[src/rtl/cpu_defs.sv]
// Shared definitions for the pipelined MIPS CPU and its benches:
// memory map constants, the NOP encoding and the IF/ID payload layout.
package cpu_defs;

  localparam logic [31:0] TEXT_BASE_ADDR = 32'h0000_3000;
  localparam logic [31:0] DATA_BASE_ADDR = 32'h0000_0000;
  localparam logic [31:0] INST_NOP       = 32'h0000_0000;

  typedef struct packed {
    logic [31:0] pc;
    logic [31:0] inst;
  } if_id_t;

  // Byte offset of addr from base, widened to 33 bits so the subtraction cannot wrap.
  function automatic logic [32:0] offset33(input logic [31:0] addr, input logic [31:0] base);
    return {1'b0, addr} - {1'b0, base};
  endfunction

endpackage

[src/rtl/if_id_reg.sv]
// Generic pipeline stage register with hold (stall) and bubble (flush) controls.
// Flush has priority over stall; a bubble clears both payload and valid.
module if_id_reg #(
  parameter int W = 64
) (
  input  logic         clk,
  input  logic         rst,
  input  logic         stall,
  input  logic         flush,
  input  logic         valid_d,
  input  logic [W-1:0] data_d,
  output logic         valid_q,
  output logic [W-1:0] data_q
);

  logic         valid_nxt;
  logic [W-1:0] data_nxt;

  always_comb begin
    valid_nxt = valid_d;
    data_nxt  = data_d;
    if (flush) begin
      valid_nxt = 1'b0;
      data_nxt  = '0;
    end else if (stall) begin
      valid_nxt = valid_q;
      data_nxt  = data_q;
    end
  end

  always_ff @(posedge clk or posedge rst) begin
    if (rst) begin
      valid_q <= 1'b0;
      data_q  <= '0;
    end else begin
      valid_q <= valid_nxt;
      data_q  <= data_nxt;
    end
  end

endmodule

[src/rtl/if_stage.sv]
// Instruction-fetch stage: PC register, next-PC selection, instruction memory
// addressing with range checking, and the IF/ID pipeline register.
module if_stage
  import cpu_defs::*;
#(
  parameter logic [31:0] TEXT_BASE  = TEXT_BASE_ADDR,
  parameter int          IMEM_DEPTH = 1024,
  localparam int         AW         = $clog2(IMEM_DEPTH)
) (
  input  logic          clk,
  input  logic          rst,
  input  logic          stall,
  input  logic          redirect,
  input  logic [31:0]   redirect_target,
  output logic [AW-1:0] imem_addr,
  input  logic [31:0]   imem_rdata,
  output logic [31:0]   IF_PC,
  output logic [31:0]   ID_PC,
  output logic [31:0]   ID_inst,
  output logic [31:0]   ID_pc_plus4,
  output logic          ID_valid,
  output logic          fetch_fault,
  output logic [31:0]   fetch_count
);

  localparam logic [32:0] TEXT_LIMIT = 33'(4 * IMEM_DEPTH);

  logic [31:0] pc_q, pc_d;
  logic        fault_q, fault_d;
  logic [31:0] count_q, count_d;

  logic [32:0] pc_off;
  logic        in_range;
  logic [31:0] fetched;
  logic        load_valid;
  if_id_t      if_id_d, if_id_q;

  always_comb begin
    pc_off    = offset33(pc_q, TEXT_BASE);
    in_range  = (pc_q[1:0] == 2'b00) && !pc_off[32] && (pc_off < TEXT_LIMIT);
    imem_addr = pc_off[AW+1:2];
    fetched   = in_range ? imem_rdata : INST_NOP;

    // Redirect beats stall: the wrong-path fetch must be discarded even when frozen.
    if (redirect) begin
      pc_d = {redirect_target[31:2], 2'b00};
    end else if (stall) begin
      pc_d = pc_q;
    end else begin
      pc_d = pc_q + 32'd4;
    end

    fault_d    = fault_q | !in_range | (redirect & (|redirect_target[1:0]));
    load_valid = !redirect && !stall && in_range;
    count_d    = load_valid ? count_q + 32'd1 : count_q;

    if_id_d.pc   = pc_q;
    if_id_d.inst = fetched;
  end

  always_ff @(posedge clk or posedge rst) begin
    if (rst) begin
      pc_q    <= TEXT_BASE;
      fault_q <= 1'b0;
      count_q <= '0;
    end else begin
      pc_q    <= pc_d;
      fault_q <= fault_d;
      count_q <= count_d;
    end
  end

  if_id_reg #(
    .W ($bits(if_id_t))
  ) u_if_id (
    .clk     (clk),
    .rst     (rst),
    .stall   (stall),
    .flush   (redirect),
    .valid_d (in_range),
    .data_d  (if_id_d),
    .valid_q (ID_valid),
    .data_q  (if_id_q)
  );

  assign IF_PC       = pc_q;
  assign ID_PC       = if_id_q.pc;
  assign ID_inst     = if_id_q.inst;
  assign ID_pc_plus4 = if_id_q.pc + 32'd4;
  assign fetch_fault = fault_q;
  assign fetch_count = count_q;

endmodule
[config.mk]
export PLATFORM = sky130hd
export DESIGN_NAME = if_stage
export DESIGN_NICKNAME = d
export VERILOG_FILES = /design/src/rtl/cpu_defs.sv /design/src/rtl/if_id_reg.sv /design/src/rtl/if_stage.sv
export SDC_FILE = /design/constraint.sdc
export NUM_CORES = 1
export LEC_CHECK = 0
export ABC_AREA = 0
export CAP_MARGIN = 30
export CORE_UTILIZATION = 45
export DETAILED_ROUTE_END_ITERATION = 12
export PLACE_DENSITY = 0.81
export SLEW_MARGIN = 30
export SYNTH_ARGS = -nofsm -noshare
export SYNTH_HDL_FRONTEND = slang
export SYNTH_SLANG_ARGS = --single-unit
[constraint.sdc]
create_clock -name clk -period 4.4 [get_ports clk]
set_input_delay 0.44 -clock clk [delete_from_list [all_inputs] [get_ports clk]]
set_output_delay 0.44 -clock clk [all_outputs]
set_load 0.02 [all_outputs]
==> results.sh <==
export IMPL_drtPass1Iterations=5
export IMPL_via_per_inst=5.268
export IMPL_hold_class="in -> reg"
export IMPL_peakVddDrop_v=0.0002232
export IMPL_synth_seq_cells=127
export IMPL_hold_worst_slack_ns=0.4453
export IMPL_final_common_cell="clkdlybuf4s50_1"
export IMPL_setup_worst_path_start_class="register"
export IMPL_r2r_start="IF_PC[12]"
export IMPL_power_density_nw_per_um2=333.3
export IMPL_grt_max_degree=69
export IMPL_status="completed"
export IMPL_rr_worst_depth=7
export IMPL_yosysSeqAreaShare=0.4961
export IMPL_drt_total_wl_um=17140
export IMPL_synth_distinct_cells=46
export IMPL_core_rowCount=43
export IMPL_timing_fmax_ghz=0.2754
export IMPL_finalSetupViolCount=0
export IMPL_layout_drive_gt1_share=0.05484
export IMPL_max_stage_delay_ns=0.61
export IMPL_holdPathStages=3
export IMPL_antenna_found_initial=0
export IMPL_start_util=0.4619
export IMPL_crit_start="u_if_id.data_q[36]"
export IMPL_ys_warn_count=0
export IMPL_grt_overflow_total=0
export IMPL_cp_slowest_cell="clkdlybuf4s50_1"
export IMPL_cts_buffer_depth=2
export IMPL_fillCellCount=1079
export IMPL_drc=0
export IMPL_htree_levels=4
export IMPL_worstMarginPinSlew_ns=0.7819
export IMPL_io_pin_count=240
export IMPL_maxSlewHeadroom=0.4776
export IMPL_crit_chain="and4_1 -> nand4_1 -> nor2_1 -> nand2_1 -> or4_1 -> xnor2_1 -> clkdlybuf4s50_1"
export IMPL_path_max_fanout=7
export IMPL_syn_inst=634
export IMPL_period_share=0.8252
export IMPL_clock_skew_ns=0.008393
export IMPL_holdPathEnd="u_if_id.data_q[60]"
export IMPL_worstPathArrival_ns=3.19
export IMPL_cp_required_ns=3.96
export IMPL_postRouteAntennaNets=0
export IMPL_maxSlewViolCount=0
export IMPL_cp_num_buf_inv=1
export IMPL_placed_cell_area_um2=8765
export IMPL_min_period_ns=3.631
export IMPL_insertedDiodeCount=0
export IMPL_max_cap_viol_count=0
export IMPL_postCtsSetupBuffers=0
export IMPL_portBuffers=237
export IMPL_num_vias=5463
export IMPL_fin_ws_ns=0.7693
export IMPL_die_area_um2=14730
export IMPL_cts_hold_buf=0
export IMPL_cpLargestDelayFamily="simple AND/OR/NAND/NOR gates"
export IMPL_numCtsBuffers=17
export IMPL_synth_async_reset_ratio=1.000
export IMPL_root_buffer="clkbuf_16"
export IMPL_hp_start="stall"
export IMPL_synth_edf_count=0
export IMPL_core_um2=13880
export IMPL_multi_input_area_um2=2925
export IMPL_wl_per_cell_um=16.53
export IMPL_p_leak_uw=0.004016
export IMPL_cts_tree="done"
export IMPL_rsz0062_at_grt="false"
export IMPL_reg2reg_slack_ns=1.56
export IMPL_grt_pass1_vias=5496
export IMPL_drtIter0Drc=316
export IMPL_postLayoutCellArea_um2=9320
export IMPL_syn_mean_instance_area_um2=10.11
export IMPL_clk_latency_ns=0.41
export IMPL_register_area_um2=3181
export IMPL_die_height_um=121.4
export IMPL_syn_to_final_growth_pct=45.37
export IMPL_track_usage=0.2397
export IMPL_nNetsFinal=916
export IMPL_layout_common_cells="clkdlybuf4s50_1, dfrtp_1, nand2_1"
export IMPL_synth_main_ff_cell="dfrtp_1"
export IMPL_cp_end_kind="output pin"
export IMPL_hold_viol=0
export IMPL_cts_sinks=127
export IMPL_rr_endpoint="fetch_count[1]"
export IMPL_path_clk_slew_ns=0.05
export IMPL_path_class="reg -> out"
export IMPL_dpl_hpwl_um=12210
export IMPL_dp_cells=1005
export IMPL_synth_area_um2=6411
export IMPL_grt_pass1_wl_um=27260
export IMPL_fin_cells=1037
export IMPL_dp_slack_ns=1.209
export IMPL_gp_congestion=0.9022
export IMPL_fin_setup_tns_ns=0
export IMPL_cts_resized=0
export IMPL_die_w_um=121.4
[cells in the mapped netlist (3+ instances only)]
cell type / number / area (um2)
ha_1: 4 / 50.05
a22o_1: 32 / 280.3
nor2_1: 50 / 187.7
buf_6: 4 / 45.04
buf_4: 16 / 120.1
inv_1: 9 / 33.78
xnor2_1: 52 / 455.4
buf_2: 4 / 20.02
nor2b_1: 5 / 31.28
o21ai_0: 29 / 145.1
nor3_1: 19 / 95.09
mux2i_1: 30 / 300.3
nand4_1: 20 / 125.1
xor2_1: 39 / 341.6
nor4_1: 3 / 18.77
nand3_1: 37 / 185.2
and2_1: 5 / 31.28
clkbuf_1: 23 / 86.33
mux2_2: 3 / 33.78
buf_1: 3 / 11.26
a21oi_1: 3 / 15.01
and3_1: 22 / 137.6
dfrtp_1: 125 / 3128
nand2_1: 70 / 262.8
[report_power, final]
group / internal (uW) / switching, uW
clock network: 822 / 500
logic: 241 / 239
registers: 1210 / 90.1
[per-layer routing]
layer / up-vias / global-route usage / wire length [um]
met5: - / 0 / 0
met4: 0 / 0.09414 / 307
met3: 21 / 0.06861 / 1107
met2: 192 / 0.3956 / 8347
met1: 2649 / 0.2946 / 7375
li1: 2601 / - / -
[worst max-delay path by stage]
stage	endpoint	slack (ns)	depth (start not counted)
floorplan	IF_PC[10]	0.58	1
global placement	ID_pc_plus4[31]	1.28	7
detailed placement	ID_pc_plus4[31]	1.21	7
CTS	ID_pc_plus4[31]	0.76	7
global route	ID_pc_plus4[31]	0.60	7
finish	ID_pc_plus4[31]	0.77	7
[layout make-up]
cell class	instances	area share
Clock inverter	13	0.01316
Inverter	9	0.003893
Timing Repair Buffer	240	0.2572
Clock buffer	19	0.04645
Multi-Input combinational cell	449	0.3139
Tap cell	180	0.02416
Sequential cell	127	0.3413
[registers in the layout (all words and copies together) (netlist names)]
name             cells
fetch_count         32
IF_PC               30
u_if_id.data_q      63
u_if_id.valid_q      1
fetch_fault          1
[logic make-up after synthesis]
| logic type | synth area share |
|---|---|
| AO/OA/AOI/OAI | 0.07963 |
| XOR/XNOR | 0.1243 |
| adder cells (fa/ha/maj) | 0.007807 |
| buffers and inverters | 0.04937 |
| flip-flops | 0.4961 |
| multiplexers | 0.05211 |
| other | 0.0005849 |
| AND/OR/NAND/NOR | 0.1901 |
[through the flow]
| step | power [uW] | util |
|---|---|---|
| after floorplan | 1560 | - |
| after global placement | 1790 | 0.6311 |
| after detailed placement | 1803 | 0.6314 |
| after CTS | 3133 | 0.6714 |
| after global routing | 3231 | 0.6714 |
| final | 3107 | 0.6714 |
[worst register-to-register path, cell delays in order (launching register included)]
cell	delay [ns]
dfstp_2	0.42
ha_1	0.33
nor4b_1	0.27
a31oi_1	0.08
a211oi_1	0.38
o211a_1	0.21
and4_4	0.62
mux2_2	0.43
Power figures use the tool's default switching activity.
